==> config.mk <==
export PLATFORM = sky130hd
export DESIGN_NAME = control_unit_mc_flat
export DESIGN_NICKNAME = d
export VERILOG_FILES = /design/src/rtl/control_unit_mc_if.sv /design/src/rtl/control_unit_mc.sv /design/src/flat_wrapper.sv
export SDC_FILE = /design/constraint.sdc
export NUM_CORES = 1
export LEC_CHECK = 0
export ABC_AREA = 1
export BUFFER_PORTS_ARGS = -buffer_cell sky130_fd_sc_hd__buf_2
export CORE_MARGIN = 3
export CORE_UTILIZATION = 28
export DETAILED_ROUTE_END_ITERATION = 16
export REMOVE_ABC_BUFFERS = 1
export SYNTH_ARGS = -nofsm -noshare
export SYNTH_HDL_FRONTEND = slang
export SYNTH_SLANG_ARGS = --single-unit
==> constraint.sdc <==
create_clock -name CLK -period 1 [get_ports CLK]
set_input_delay 0.15 -clock CLK [delete_from_list [all_inputs] [get_ports CLK]]
set_output_delay 0.15 -clock CLK [all_outputs]
set_load 0.02 [all_outputs]
==> src/rtl/control_unit_mc_if.sv <==
// Bundle of the instruction-register, data-memory handshake and datapath
// control signals that connect to control_unit_mc.
//
// Handshake: OPCODE is taken on a rising edge where INSTR_VALID=1 and the
// unit can accept. It can accept when it is idle, or when the registered
// STALL is 0 in an EXEC cycle, a final MUL cycle or a memory completion
// cycle. It does not accept in the cycle where ILLEGAL=1. While STALL=1,
// OPCODE and INSTR_VALID are ignored. MEM_BUSYWAIT=1 holds a memory access
// and is sampled on every rising edge from the decode edge onward.
interface control_unit_mc_if #(
    parameter int OPC_W   = 8,
    parameter int ALUOP_W = 3
);
    logic [OPC_W-1:0]   OPCODE;
    logic               INSTR_VALID;
    logic               MEM_BUSYWAIT;
    logic               IMM;
    logic               SIGN;
    logic [ALUOP_W-1:0] ALUOP;
    logic               WRITEENABLE;
    logic               J;
    logic               BEQ;
    logic               BNE;
    logic               MEM_READ;
    logic               MEM_WRITE;
    logic               WB_SEL;
    logic               STALL;
    logic               ILLEGAL;

    // Instruction register / data memory side
    modport master (
        output OPCODE, INSTR_VALID, MEM_BUSYWAIT,
        input  IMM, SIGN, ALUOP, WRITEENABLE, J, BEQ, BNE,
               MEM_READ, MEM_WRITE, WB_SEL, STALL, ILLEGAL
    );

    // Control unit side
    modport slave (
        input  OPCODE, INSTR_VALID, MEM_BUSYWAIT,
        output IMM, SIGN, ALUOP, WRITEENABLE, J, BEQ, BNE,
               MEM_READ, MEM_WRITE, WB_SEL, STALL, ILLEGAL
    );
endinterface

==> src/rtl/control_unit_mc.sv <==
// Multi-cycle control unit. It decodes the opcode into registered datapath
// controls, sequences MUL over MUL_LAT cycles and sequences data-memory
// accesses against MEM_BUSYWAIT. STALL holds the PC and IR until the
// instruction retires. o_dbg_state exposes the FSM state:
// 0 IDLE, 1 EXEC, 2 MUL, 3 MEM, 4 ERR.
module control_unit_mc #(
    parameter int OPC_W   = 8,
    parameter int ALUOP_W = 3,
    parameter int MUL_LAT = 3
) (
    input  logic              CLK,
    input  logic              RESET,
    control_unit_mc_if.slave  bus,
    output logic [2:0]        o_dbg_state
);
    localparam logic [2:0] S_IDLE = 3'd0;
    localparam logic [2:0] S_EXEC = 3'd1;
    localparam logic [2:0] S_MUL  = 3'd2;
    localparam logic [2:0] S_MEM  = 3'd3;
    localparam logic [2:0] S_ERR  = 3'd4;

    localparam logic [OPC_W-1:0] OP_LOADI = OPC_W'(8'h00);
    localparam logic [OPC_W-1:0] OP_MOV   = OPC_W'(8'h01);
    localparam logic [OPC_W-1:0] OP_ADD   = OPC_W'(8'h02);
    localparam logic [OPC_W-1:0] OP_SUB   = OPC_W'(8'h03);
    localparam logic [OPC_W-1:0] OP_AND   = OPC_W'(8'h04);
    localparam logic [OPC_W-1:0] OP_OR    = OPC_W'(8'h05);
    localparam logic [OPC_W-1:0] OP_J     = OPC_W'(8'h06);
    localparam logic [OPC_W-1:0] OP_BEQ   = OPC_W'(8'h07);
    localparam logic [OPC_W-1:0] OP_BNE   = OPC_W'(8'h08);
    localparam logic [OPC_W-1:0] OP_MUL   = OPC_W'(8'h09);
    localparam logic [OPC_W-1:0] OP_LWD   = OPC_W'(8'h0A);
    localparam logic [OPC_W-1:0] OP_LWI   = OPC_W'(8'h0B);
    localparam logic [OPC_W-1:0] OP_SWD   = OPC_W'(8'h0C);
    localparam logic [OPC_W-1:0] OP_SWI   = OPC_W'(8'h0D);

    localparam logic [ALUOP_W-1:0] ALU_FWD = ALUOP_W'(3'b000);
    localparam logic [ALUOP_W-1:0] ALU_ADD = ALUOP_W'(3'b001);
    localparam logic [ALUOP_W-1:0] ALU_AND = ALUOP_W'(3'b010);
    localparam logic [ALUOP_W-1:0] ALU_OR  = ALUOP_W'(3'b011);
    localparam logic [ALUOP_W-1:0] ALU_MUL = ALUOP_W'(3'b100);

    // The remaining-cycle counter only needs to hold MUL_LAT-1.
    localparam int CNT_W = (MUL_LAT > 1) ? $clog2(MUL_LAT) : 1;

    typedef struct packed {
        logic               imm;
        logic               sign;
        logic [ALUOP_W-1:0] aluop;
        logic               we;
        logic               j;
        logic               beq;
        logic               bne;
        logic               mem_read;
        logic               mem_write;
        logic               wb_sel;
        logic               stall;
        logic               illegal;
    } ctl_t;

    logic [2:0]       r_state;
    logic [CNT_W-1:0] r_cnt;
    logic [OPC_W-1:0] r_opcode;
    ctl_t             r_ctl;

    logic [2:0]       w_dec_state;
    ctl_t             w_dec;
    logic [2:0]       w_nx_state;
    logic [CNT_W-1:0] w_nx_cnt;
    logic [OPC_W-1:0] w_nx_opcode;
    ctl_t             w_nx;
    logic             w_accept;
    logic             w_is_load;

    assign w_is_load = (r_opcode == OP_LWD) || (r_opcode == OP_LWI);

    // Static decode of the incoming opcode: field values and target state
    always_comb begin
        w_dec_state = S_EXEC;
        w_dec       = '0;
        case (bus.OPCODE)
            OP_LOADI: begin w_dec.imm = 1'b1; w_dec.we = 1'b1; end
            OP_MOV:   begin w_dec.we = 1'b1; end
            OP_ADD:   begin w_dec.aluop = ALU_ADD; w_dec.we = 1'b1; end
            OP_SUB:   begin w_dec.sign = 1'b1; w_dec.aluop = ALU_ADD; w_dec.we = 1'b1; end
            OP_AND:   begin w_dec.aluop = ALU_AND; w_dec.we = 1'b1; end
            OP_OR:    begin w_dec.aluop = ALU_OR;  w_dec.we = 1'b1; end
            OP_J:     begin w_dec.aluop = ALU_FWD; w_dec.j = 1'b1; end
            OP_BEQ:   begin w_dec.sign = 1'b1; w_dec.aluop = ALU_ADD; w_dec.beq = 1'b1; end
            OP_BNE:   begin w_dec.sign = 1'b1; w_dec.aluop = ALU_ADD; w_dec.bne = 1'b1; end
            OP_MUL:   begin w_dec_state = S_MUL; w_dec.aluop = ALU_MUL; end
            OP_LWD:   begin w_dec_state = S_MEM; w_dec.mem_read = 1'b1; end
            OP_LWI:   begin w_dec_state = S_MEM; w_dec.mem_read = 1'b1; w_dec.imm = 1'b1; end
            OP_SWD:   begin w_dec_state = S_MEM; w_dec.mem_write = 1'b1; end
            OP_SWI:   begin w_dec_state = S_MEM; w_dec.mem_write = 1'b1; w_dec.imm = 1'b1; end
            default:  begin w_dec_state = S_ERR; w_dec.illegal = 1'b1; end
        endcase
    end

    // Next state and next registered controls for the current FSM state
    always_comb begin
        w_nx_state  = S_IDLE;
        w_nx_cnt    = '0;
        w_nx_opcode = r_opcode;
        w_nx        = '0;
        w_accept    = 1'b0;
        case (r_state)
            S_IDLE, S_EXEC: w_accept = bus.INSTR_VALID;
            S_MUL: begin
                if (r_cnt != '0) begin
                    // Still multiplying: hold the latched controls.
                    w_nx_state = S_MUL;
                    w_nx_cnt   = r_cnt - 1'b1;
                    w_nx.aluop = r_ctl.aluop;
                    w_nx.stall = (r_cnt != CNT_W'(1));
                    w_nx.we    = (r_cnt == CNT_W'(1));
                end else begin
                    w_accept = bus.INSTR_VALID;
                end
            end
            S_MEM: begin
                if (r_ctl.stall) begin
                    // Waiting on memory: keep the request and operand selects up.
                    w_nx_state     = S_MEM;
                    w_nx.imm       = r_ctl.imm;
                    w_nx.aluop     = r_ctl.aluop;
                    w_nx.mem_read  = r_ctl.mem_read;
                    w_nx.mem_write = r_ctl.mem_write;
                    if (bus.MEM_BUSYWAIT) begin
                        w_nx.stall = 1'b1;
                    end else begin
                        w_nx.we     = w_is_load;
                        w_nx.wb_sel = w_is_load;
                    end
                end else begin
                    w_accept = bus.INSTR_VALID;
                end
            end
            default: ;  // ERR, or an unused encoding, returns to IDLE with all strobes low
        endcase

        if (w_accept) begin
            w_nx_opcode = bus.OPCODE;
            w_nx_state  = w_dec_state;
            w_nx        = w_dec;
            if (w_dec_state == S_MUL) begin
                w_nx_cnt   = CNT_W'(MUL_LAT - 1);
                w_nx.stall = (MUL_LAT > 1);
                w_nx.we    = (MUL_LAT == 1);
            end else if (w_dec_state == S_MEM) begin
                // An access that is not busy at decode completes in its first cycle.
                w_nx.stall  = bus.MEM_BUSYWAIT;
                w_nx.we     = w_dec.mem_read & ~bus.MEM_BUSYWAIT;
                w_nx.wb_sel = w_dec.mem_read & ~bus.MEM_BUSYWAIT;
            end
        end
    end

    // State, counter, latched opcode and output registers with synchronous reset
    always_ff @(posedge CLK) begin
        if (RESET) begin
            r_state  <= S_IDLE;
            r_cnt    <= '0;
            r_opcode <= '0;
            r_ctl    <= '0;
        end else begin
            r_state  <= w_nx_state;
            r_cnt    <= w_nx_cnt;
            r_opcode <= w_nx_opcode;
            r_ctl    <= w_nx;
        end
    end

    assign bus.IMM         = r_ctl.imm;
    assign bus.SIGN        = r_ctl.sign;
    assign bus.ALUOP       = r_ctl.aluop;
    assign bus.WRITEENABLE = r_ctl.we;
    assign bus.J           = r_ctl.j;
    assign bus.BEQ         = r_ctl.beq;
    assign bus.BNE         = r_ctl.bne;
    assign bus.MEM_READ    = r_ctl.mem_read;
    assign bus.MEM_WRITE   = r_ctl.mem_write;
    assign bus.WB_SEL      = r_ctl.wb_sel;
    assign bus.STALL       = r_ctl.stall;
    assign bus.ILLEGAL     = r_ctl.illegal;
    assign o_dbg_state     = r_state;
endmodule

==> src/flat_wrapper.sv <==
// flat-port wrapper written by rule: the top's interface ports become plain ports
module control_unit_mc_flat 
#(
    parameter int OPC_W   = 8,
    parameter int ALUOP_W = 3,
    parameter int MUL_LAT = 3
)
  (CLK, RESET, o_dbg_state, bus_OPCODE, bus_INSTR_VALID, bus_MEM_BUSYWAIT, bus_IMM, bus_SIGN, bus_ALUOP, bus_WRITEENABLE, bus_J, bus_BEQ, bus_BNE, bus_MEM_READ, bus_MEM_WRITE, bus_WB_SEL, bus_STALL, bus_ILLEGAL);
  control_unit_mc_if #(.OPC_W(OPC_W), .ALUOP_W(ALUOP_W)) bus_i ();
  input  logic CLK;
  input  logic RESET;
  output logic [2:0] o_dbg_state;
  input wire logic [$bits(bus_i.OPCODE)-1:0] bus_OPCODE;
  input wire logic [$bits(bus_i.INSTR_VALID)-1:0] bus_INSTR_VALID;
  input wire logic [$bits(bus_i.MEM_BUSYWAIT)-1:0] bus_MEM_BUSYWAIT;
  output wire logic [$bits(bus_i.IMM)-1:0] bus_IMM;
  output wire logic [$bits(bus_i.SIGN)-1:0] bus_SIGN;
  output wire logic [$bits(bus_i.ALUOP)-1:0] bus_ALUOP;
  output wire logic [$bits(bus_i.WRITEENABLE)-1:0] bus_WRITEENABLE;
  output wire logic [$bits(bus_i.J)-1:0] bus_J;
  output wire logic [$bits(bus_i.BEQ)-1:0] bus_BEQ;
  output wire logic [$bits(bus_i.BNE)-1:0] bus_BNE;
  output wire logic [$bits(bus_i.MEM_READ)-1:0] bus_MEM_READ;
  output wire logic [$bits(bus_i.MEM_WRITE)-1:0] bus_MEM_WRITE;
  output wire logic [$bits(bus_i.WB_SEL)-1:0] bus_WB_SEL;
  output wire logic [$bits(bus_i.STALL)-1:0] bus_STALL;
  output wire logic [$bits(bus_i.ILLEGAL)-1:0] bus_ILLEGAL;
  assign bus_i.OPCODE = bus_OPCODE;
  assign bus_i.INSTR_VALID = bus_INSTR_VALID;
  assign bus_i.MEM_BUSYWAIT = bus_MEM_BUSYWAIT;
  assign bus_IMM = bus_i.IMM;
  assign bus_SIGN = bus_i.SIGN;
  assign bus_ALUOP = bus_i.ALUOP;
  assign bus_WRITEENABLE = bus_i.WRITEENABLE;
  assign bus_J = bus_i.J;
  assign bus_BEQ = bus_i.BEQ;
  assign bus_BNE = bus_i.BNE;
  assign bus_MEM_READ = bus_i.MEM_READ;
  assign bus_MEM_WRITE = bus_i.MEM_WRITE;
  assign bus_WB_SEL = bus_i.WB_SEL;
  assign bus_STALL = bus_i.STALL;
  assign bus_ILLEGAL = bus_i.ILLEGAL;
  control_unit_mc #(.OPC_W(OPC_W), .ALUOP_W(ALUOP_W), .MUL_LAT(MUL_LAT)) u_core (.CLK(CLK), .RESET(RESET), .bus(bus_i), .o_dbg_state(o_dbg_state));
endmodule
==> flow_metrics.py, run 1 <==
metrics = {
    "setup_path": {
        "cpPeakStageDelay_ps": 350,
        "startpoint_type": "flop",
        "crit_cells": 9,
        "worst-path-buf-inv": 3,
        "worstPathArrival_ps": 1420,
        "reg2reg_from": "u_core.o_dbg_state[1]$_SDFF_PP0_",
        "critPathTopFamily": "simple AND/OR/NAND/NOR gates",
        "worstRegToRegCells": 9,
        "r2r-end": "u_core.bus.ILLEGAL$_SDFF_PP0_",
        "cp_max_fo": 3,
        "cp_common_cell": "nand2_4",
        "cp-end-kind": "flop",
        "crit_chain": "inv_2 > nor2_4 > nand4_1 > nand3_4 > nand2_4 > buf_6 > clkinv_4 > nand2_4 > nor2_1",
        "path_class": "flop to flop",
        "cp_slowest_cell": "dfxtp_2",
        "required_ps": 1210,
        "ff2ff_setup_slack_ps": -210,
    },
    "power": {
        "switching_power_mw": 0.4798,
        "p_comb_frac": 0.146,
        "clockPowerShare": 0.326,
        "vdd_ir_drop_max_mv": 0.3988,
        "pwr_density_cell_nw_per_um2": 1108,
        "p_seq_frac": 0.528,
        "p_leak_nw": 0.9006,
        "switching_share": 0.2364,
        "total_power_mw": 2.030,
        "internal_power_mw": 1.550,
    },
    "global_route": {
        "track_usage": 0.1256,
        "grt_pass1_vias": 1266,
        "grt_max_degree": 17,
        "grt_pass1_wl_microns": 5168,
        "grt_overflow": 0,
        "antenna_found_initial": 0,
    },
    "detailed_routing": {
        "via_count": 1263,
        "drt_wl_total_microns": 2921,
        "viasPerCell": 4.416,
        "drt-initial-drc-count": 36,
        "detail-route-antenna-nets": 0,
        "wire_per_inst_microns": 10.21,
        "drc_errors": 0,
        "dr.pass1.iters": 4,
    },
    "sta": {
        "final-setup-viol-count": 27,
        "whs_ps": 157.9,
        "period_needed_ps": 1214,
        "skew_ps": 10.20,
        "worst_slew_pin_slew_ps": 293.8,
        "slew_headroom": 0.8026,
        "timing.fmax_mhz": 823.9,
        "finalHoldViolations": 0,
        "setup_ws_ps": -213.8,
        "maxSlewViolCount": 0,
        "grt_setup_unrepaired": "yes",
        "post-route-period-util": 1.214,
        "fin_tns_setup_ps": -4248,
    },
    "clocking": {
        "cts_tree": "done",
        "cts_buffer_depth": 2,
        "cts_buffers": 3,
        "worstSkewPairLatency_ps": 270,
        "clk_pin_slew_ps": 90,
        "ctsHtreeMaxLevel": 1,
        "clock-sinks": 26,
        "cts-root-buf": "clkbuf_8",
    },
    "logic_synthesis": {
        "synth_edf_count": 0,
        "synth_flop_cell": "dfxtp_1",
        "netlist_area_sq_um": 1159,
        "synth_top_area_cell": "dfxtp_1",
        "ys_ff_latch": 26,
        "yosys_warnings": 0,
        "synth_most_common_cell": "nand2_1",
        "syn_avg_cell_area_sq_um": 6.776,
        "yosysSeqAreaShare": 0.4492,
        "synth_cell_type_count": 21,
        "async_flop_share": 0,
        "synth_top_area_share": 0.4492,
        "synthCells": 171,
        "synthTopCellsByArea": "dfxtp_1, nand2_1, nor2_1, inv_1, o21ai_0",
        "synthTopCellsByCount": "nand2_1, nor2_1, dfxtp_1",
    },
    "worst_hold_path": {
        "hp-class": "primary input to flop",
        "min_from": "bus_OPCODE[4]",
        "min_path_cells": 3,
        "min_to": "u_core.r_opcode[4]$_SDFFE_PP0P_",
    },
    "place": {
        "place_congestion": 0.8654,
        "place_hpwl_microns": 2213,
        "preCtsSetupSlack_ps": -264.6,
        "placed_cells": 280,
        "placedInstanceArea_sq_um": 1605,
        "portBuffers": 28,
    },
    "final_layout": {
        "layoutNonFillerInstCount": 286,
        "syn2layout_area_growth_pct": 58.10,
        "drive_above_1_share": 0.4244,
        "design.final.nets": 251,
        "post-route-util": 0.4787,
        "design_area_sq_um": 1832,
        "diodes": 0,
    },
    "floorplan": {
        "core_area_sq_um": 3826,
        "die_x_microns": 70.33,
        "fp.dieArea_sq_um": 4946,
        "fp-row-count": 22,
        "io_pins": 29,
        "die_h_microns": 70.33,
        "start_util": 0.3028,
    },
    "flow_run": {
        "drv_cap": 0,
    },
    "run_status": {
        "outcome": "finished with violations",
        "violations": "negative setup slack",
    },
}
## worst max-delay path by stage
| stage | from | to | slack [ps] |
|---|---|---|---|
| global placement | u_core.o_dbg_state[1]$_SDFF_PP0_ | u_core.r_opcode[4]$_SDFFE_PP0P_ | -230 |
| detailed placement | u_core.o_dbg_state[1]$_SDFF_PP0_ | u_core.bus.WB_SEL$_SDFF_PP0_ | -260 |
| floorplan | u_core.o_dbg_state[2]$_SDFF_PP0_ | u_core.bus.ILLEGAL$_SDFF_PP0_ | -300 |
| global route | u_core.o_dbg_state[1]$_SDFF_PP0_ | u_core.r_opcode[2]$_SDFFE_PP0P_ | -330 |
| finish | u_core.o_dbg_state[1]$_SDFF_PP0_ | u_core.bus.ILLEGAL$_SDFF_PP0_ | -210 |
| CTS | u_core.o_dbg_state[1]$_SDFF_PP0_ | u_core.bus.ILLEGAL$_SDFF_PP0_ | -190 |
## metal layers
metal  up-vias  GRT usage  share of wire
li1        682          -              -
met3         4    0.03309          0.035
met5         -          0              0
met1       560     0.1435           0.47
met4         0    0.05319          0.014
met2        17     0.2183           0.48
## sequential cells by signal, summed over array words and instances, names as in the netlist
name                    flops
u_core.bus.IMM              1
u_core.bus.SIGN             1
u_core.o_dbg_state          3
u_core.bus.MEM_READ         1
u_core.bus.ILLEGAL          1
u_core.r_opcode             7
u_core.bus.BNE              1
u_core.bus.STALL            1
u_core.bus.J                1
u_core.bus.WB_SEL           1
u_core.bus.ALUOP            3
u_core.bus.BEQ              1
u_core.r_cnt                2
u_core.bus.MEM_WRITE        1
u_core.bus.WRITEENABLE      1
## power groups by stage
stage	registers [mW]	clock network (mW)	logic, mW
CTS	1.07	0.686	0.275
finish	1.07	0.662	0.295
floorplan	1.10	0	0.0961
detailed placement	1.10	0	0.246
global placement	1.10	0	0.245
global route	1.08	0.726	0.327
## final cells by class
cell class | count | area [sq um]
multi-input combinational | 119 | 629.4
clock buffer | 4 | 55.05
sequential | 26 | 526.8
fill | 383 | 1994
timing repair buffer | 65 | 465.4
tap | 48 | 60.06
inverter | 24 | 95.09
## logic make-up (layout without fill, tap and decap cells)
| logic type | after synthesis | after routing | share of synthesized area |
|---|---|---|---|
| buf+inv | 26 | 93 | 0.09287 |
| simple gates | 97 | 97 | 0.3596 |
| compound gates | 22 | 22 | 0.09827 |
| flops | 26 | 26 | 0.4492 |
## cell usage in the layout, fill, tap and decap left out, drive strengths merged
cell	instances
dfxtp	26
o211ai	1
nor4	1
nor2	31
nand3b	1
o21ai	17
nand3	9
buf	65
nand2	47
nor3	2
nand4	6
clkinv	1
a21oi	3
clkbuf	4
inv	23
a31oi	1
## what timing repair did
action,4_1_cts,5_1_grt
setup buffers,1,1
resized for setup,27,27
hold buffers,0,0
pin swaps,9,9
endpoints found under the setup margin,28,28
## worst register-to-register path, cell delays in order, from the launching register on
cell      delay [ps]
dfxtp_2          350
inv_2             50
nor2_4           100
nand4_1          130
nand3_4          130
nand2_4           70
buf_6            130
clkinv_4          50
nand2_4           40
nor2_1           100
(Power assumes the default switching activity.)
==> run 2: changes to the inputs <==
--- a/config.mk
+++ b/config.mk
@@ -10,6 +10,7 @@
 export CORE_MARGIN = 3
 export CORE_UTILIZATION = 28
 export DETAILED_ROUTE_END_ITERATION = 16
+export PLACE_DENSITY = 0.51
 export REMOVE_ABC_BUFFERS = 1
 export SYNTH_ARGS = -nofsm -noshare
 export SYNTH_HDL_FRONTEND = slang
==> flow_metrics.py, run 2 (synthesis gave the netlist of run 1 again) <==
metrics = {
    "final_layout": {
        "largest_reg_flops": 7,
        "final_common_cell": "nand2_1",
        "drive_above_1_share": 0.4000,
        "mostFrequentLayoutCells": "nand2_1, buf_4, buf_2",
        "multiInputGateArea_sq_um": 573.1,
        "syn2layout_area_growth_pct": 52.81,
        "design.final.nets": 253,
        "seqCellArea_sq_um": 524.3,
        "top_register": "u_core.r_opcode",
        "diodes": 0,
        "design_area_sq_um": 1770,
        "fill_cells": 409,
    },
    "sta": {
        "grt_setup_unrepaired": "yes",
        "period_needed_ps": 1194,
        "timing.fmax_mhz": 837.2,
        "worst_slew_pin_slew_ps": 310.8,
        "skew_ps": 1.238,
        "whs_ps": 175.9,
        "post-route-period-util": 1.194,
        "setup_ws_ps": -194.4,
        "slew_headroom": 0.7906,
        "maxSlewViolCount": 0,
        "finalHoldViolations": 0,
        "final-setup-viol-count": 26,
    },
    "detailed_routing": {
        "drc_errors": 0,
        "drt_wl_total_microns": 2960,
        "drt-initial-drc-count": 68,
        "viasPerCell": 4.281,
        "detail-route-antenna-nets": 0,
        "via_count": 1233,
        "dr.pass1.iters": 5,
        "wire_per_inst_microns": 10.28,
    },
    "power": {
        "p_leak_nw": 0.8994,
        "pwr_density_cell_nw_per_um2": 1146,
        "total_power_mw": 2.029,
        "vdd_ir_drop_max_mv": 0.4996,
    },
    "clocking": {
        "cts_tree": "done",
        "cts-root-buf": "clkbuf_8",
        "clk_pin_slew_ps": 90,
        "cts_hold_buf": 0,
        "clock-sinks": 26,
        "cts_buffer_depth": 2,
        "ctsHtreeMaxLevel": 1,
        "worstSkewPairLatency_ps": 260,
        "cts_buffers": 3,
    },
    "floorplan": {
        "fp.dieArea_sq_um": 4946,
        "io_pins": 29,
        "die_x_microns": 70.33,
        "start_util": 0.3028,
        "core_area_sq_um": 3826,
        "fp-row-count": 22,
        "die_h_microns": 70.33,
    },
    "global_route": {
        "grt_overflow": 0,
        "grt_pass1_vias": 1150,
        "grt_max_degree": 15,
        "grt_pass1_wl_microns": 4995,
        "antenna_found_initial": 0,
        "track_usage": 0.1243,
    },
    "place": {
        "place_hpwl_microns": 2382,
        "portBuffers": 28,
        "place_congestion": 0.8544,
        "placedInstanceArea_sq_um": 1648,
    },
    "flow_run": {
        "drv_cap": 0,
    },
    "run_status": {
        "outcome": "finished with violations",
        "violations": "negative setup slack",
    },
    "setup_path": {
        "worstPathArrival_ps": 1410,
        "startpoint_type": "flop",
        "cp_max_fo": 3,
        "cp-end-kind": "flop",
        "ff2ff_setup_slack_ps": -190,
        "path_class": "flop to flop",
        "required_ps": 1220,
    },
    "worst_hold_path": {
        "hp-class": "primary input to flop",
    },
}
-- run 2: changes by cell type in the layout (fill, tap and decap cells not counted), moves of 2 or more --
cell	change
buf_4	+4
o21ai_1	+2
buf_6	-3
o21ai_2	-2
nor2_4	-2
-- run 2: layout make-up --
type,instances,share of cell area
clock buffers,4,0.03110
inverters,24,0.05159
multi-input cells,119,0.3237
flip-flops and latches,26,0.2961
well taps,48,0.03392
repair buffers,67,0.2636
-- run 2: path summary, 6_finish.rpt --
| path | from | to | cells past startpoint |
|---|---|---|---|
| setup / recovery | u_core.o_dbg_state[1]$_SDFF_PP0_ | u_core.bus.STALL$_SDFF_PP0_ | 10 |
| hold / removal | RESET | u_core.r_cnt[1]$_SDFF_PP0_ | 3 |
| setup reg to reg | u_core.o_dbg_state[1]$_SDFF_PP0_ | u_core.bus.STALL$_SDFF_PP0_ | 10 |
| hold reg to reg | u_core.r_opcode[4]$_SDFFE_PP0P_ | u_core.r_opcode[4]$_SDFFE_PP0P_ | 2 |
-- run 2: repair_timing --
| action | in CTS | in global routing |
|---|---|---|
| pin swaps | 6 | 2 |
| resized for setup | 31 | 2 |
| endpoints found under the setup margin | 27 | 27 |
| buffers inserted | 0 | 1 |
-- run 2: report_power, final --
| part | internal [mW] | switching [mW] |
|---|---|---|
| sequential | 1.06 | 0.0129 |
| clock | 0.352 | 0.319 |
| combinational | 0.136 | 0.149 |
| total | 1.55 | 0.481 |
-- run 2: through the flow --
stage	cells	setup slack (ps)	setup TNS [ps]	utilization
2_1_floorplan	169	-296.7	-5376	-
3_3_place_gp	284	-267.4	-4882	0.4307
3_5_place_dp	284	-306.5	-5506	0.4307
4_1_cts	287	-201.4	-3796	0.4591
5_1_grt	288	-295.8	-5948	0.4627
6_report	288	-194.4	-3494	0.4627
-- run 2: routing by layer --
layer  GRT usage  vias to the layer above  share of wire
met5           0                        -              0
met4     0.03830                        0         0.0061
met3     0.02878                        2          0.052
met2      0.1933                       25           0.46
met1      0.1693                      525           0.49
li1            -                      681              -
-- run 2: critical path, cell delays in order, from the launching register on --
cell	delay (ps)
dfxtp_2	360
nand2_2	60
nor2_2	120
nand3_1	100
nand3_2	110
buf_6	120
buf_6	90
nand2_2	50
nand2_1	50
nand2_1	40
nand2_1	40
==> run 3: changes to the inputs <==
--- a/config.mk
+++ b/config.mk
@@ -9,9 +9,10 @@
 export BUFFER_PORTS_ARGS = -buffer_cell sky130_fd_sc_hd__buf_2
 export CORE_MARGIN = 3
 export CORE_UTILIZATION = 28
+export CTS_CLUSTER_DIAMETER = 120
 export DETAILED_ROUTE_END_ITERATION = 16
 export PLACE_DENSITY = 0.51
-export REMOVE_ABC_BUFFERS = 1
+export SLEW_MARGIN = 0
 export SYNTH_ARGS = -nofsm -noshare
 export SYNTH_HDL_FRONTEND = slang
 export SYNTH_SLANG_ARGS = --single-unit
==> flow_metrics.py, run 3 (synthesis gave the netlist of run 1 again) <==
metrics = {
    "clocking": {
        "cts_buffers": 3,
        "cts_buffer_depth": 2,
        "clk_pin_slew_ps": 90,
        "ctsHtreeMaxLevel": 1,
        "worstSkewPairLatency_ps": 270,
        "cts-root-buf": "clkbuf_8",
        "clock-sinks": 26,
        "cts_tree": "done",
    },
    "logic_synthesis": {
        "syn_nets": 183,
    },
    "detailed_routing": {
        "detail-route-antenna-nets": 0,
        "via_count": 1220,
        "drt_wl_total_microns": 2846,
        "dr.pass1.iters": 4,
        "drc_errors": 0,
        "wire_per_inst_microns": 10.06,
        "viasPerCell": 4.311,
        "drt-initial-drc-count": 39,
    },
    "power": {
        "clockPowerShare": 0.308,
        "internal_power_mw": 1.450,
        "switching_power_mw": 0.4739,
        "pwr_density_cell_nw_per_um2": 1108,
        "p_seq_frac": 0.554,
        "switching_share": 0.2463,
        "p_comb_frac": 0.138,
        "p_leak_nw": 0.8723,
        "vdd_ir_drop_max_mv": 0.5418,
    },
    "global_route": {
        "grt_use_met2": 0.1694,
        "track_usage": 0.1167,
        "grt_pass1_vias": 1117,
        "grt_pass1_wl_microns": 4802,
        "grt_overflow": 0,
        "use_met1": 0.1719,
        "grt_max_degree": 20,
        "grt_use_met3": 0.02158,
        "antenna_found_initial": 0,
        "grt_busiest_layer": "met1",
    },
    "final_layout": {
        "mostFrequentLayoutCells": "nand2_1, buf_4, buf_2",
        "layoutNonFillerInstCount": 283,
        "largest_reg_flops": 7,
        "drive_above_1_share": 0.3872,
        "multiInputGateArea_sq_um": 588.1,
        "design_area_sq_um": 1735,
        "top_register": "u_core.r_opcode",
        "diodes": 0,
        "design.final.nets": 248,
        "syn2layout_area_growth_pct": 49.78,
        "fill_cells": 414,
        "seqCellArea_sq_um": 535.5,
        "final_common_cell": "nand2_1",
    },
    "setup_path": {
        "crit_chain": "nand2_1 > nor2_2 > nand3_2 > nand3_4 > nand2_4 > buf_12 > clkinv_4 > nand2_2 > nor2_1",
        "worst-path-buf-inv": 2,
        "required_ps": 1200,
        "startpoint_type": "flop",
        "cpPeakStageDelay_ps": 360,
        "cp_max_fo": 19,
        "path_class": "flop to flop",
        "critPathTopFamily": "simple AND/OR/NAND/NOR gates",
        "cp-end-kind": "flop",
        "cp_slowest_cell": "dfxtp_4",
        "worstPathArrival_ps": 1430,
    },
    "flow_run": {
        "drv_cap": 0,
    },
    "sta": {
        "whs_ps": 155.7,
        "setup_ws_ps": -232.4,
        "finalHoldViolations": 0,
        "period_needed_ps": 1232,
        "timing.fmax_mhz": 811.4,
        "fin_tns_setup_ps": -4337,
        "post-route-period-util": 1.232,
        "slew_headroom": 0.7924,
        "grt_setup_unrepaired": "yes",
        "maxSlewViolCount": 0,
        "worst_slew_pin_slew_ps": 309.0,
        "skew_ps": 5.634,
        "final-setup-viol-count": 25,
    },
    "floorplan": {
        "start_util": 0.3028,
        "io_pins": 29,
        "fp.dieArea_sq_um": 4946,
        "die_x_microns": 70.33,
        "core_area_sq_um": 3826,
        "fp-row-count": 22,
        "die_h_microns": 70.33,
    },
    "place": {
        "placedInstanceArea_sq_um": 1619,
        "place_hpwl_microns": 2223,
        "place_congestion": 0.7922,
        "placed_cells": 278,
        "portBuffers": 28,
    },
    "worst_hold_path": {
        "hp-class": "primary input to flop",
    },
    "run_status": {
        "violations": "negative setup slack",
        "outcome": "finished with violations",
    },
}
## run 3: area by class of cell
type / count / share of cell area
Clock inverter: 1 / 0.002163
Multi-Input combinational cell: 119 / 0.3389
Tap cell: 48 / 0.03461
Sequential cell: 26 / 0.3086
Inverter: 24 / 0.05479
Clock buffer: 3 / 0.02379
Timing Repair Buffer: 62 / 0.2372
## run 3: per-stage QoR
step                setup slack, ps    util  total power [mW]
floorplan                    -150.9       -             1.202
global placement             -252.5  0.4232             1.343
detailed placement           -268.8  0.4232             1.342
CTS                          -240.2  0.4428             1.932
global route                 -326.3  0.4536             2.023
finish                       -232.4  0.4536             1.924
## run 3: worst reg2reg max path, stage by stage (launching register included)
cell      delay (ps)
dfxtp_4          360
nand2_1           60
nor2_2           120
nand3_2          110
nand3_4          130
nand2_4           60
buf_12           150
clkinv_4          60
nand2_2           40
nor2_1            80
## run 3: repair_timing
action                     in CTS  in global routing
pin swaps                       2                  6
setup buffers                   0                  1
setup endpoints to repair      25                 25
hold buffers                    0                  0
gates resized for setup        10                 10
## run 3: metal layers
metal | wire (microns) | up-vias | share of wire
met4 | 26 | 0 | 0.0091
met1 | 1501 | 516 | 0.53
met5 | 0 | - | 0
met2 | 1182 | 25 | 0.42
met3 | 136 | 4 | 0.048
li1 | - | 675 | -
## run 3: path summary, 6_finish.rpt
kind	cells after the start	slack, ps	to	start
setup / recovery	9	-230	u_core.o_dbg_state[2]$_SDFF_PP0_	u_core.o_dbg_state[1]$_SDFF_PP0_
hold / removal	3	160	u_core.r_opcode[5]$_SDFFE_PP0P_	bus_OPCODE[5]
setup reg to reg	9	-230	u_core.o_dbg_state[2]$_SDFF_PP0_	u_core.o_dbg_state[1]$_SDFF_PP0_
hold reg to reg	2	450	u_core.bus.ALUOP[0]$_SDFFE_PP0P_	u_core.bus.ALUOP[0]$_SDFFE_PP0P_
## run 3: power groups by stage
stage          sequential (mW)  clock [mW]  combinational, mW
6_report                  1.07       0.592              0.265
5_1_grt                   1.07       0.656              0.297
4_1_cts                   1.07       0.612              0.254
3_5_place_dp              1.09           0              0.252
3_3_place_gp              1.09           0              0.252
2_1_floorplan             1.10           0              0.105
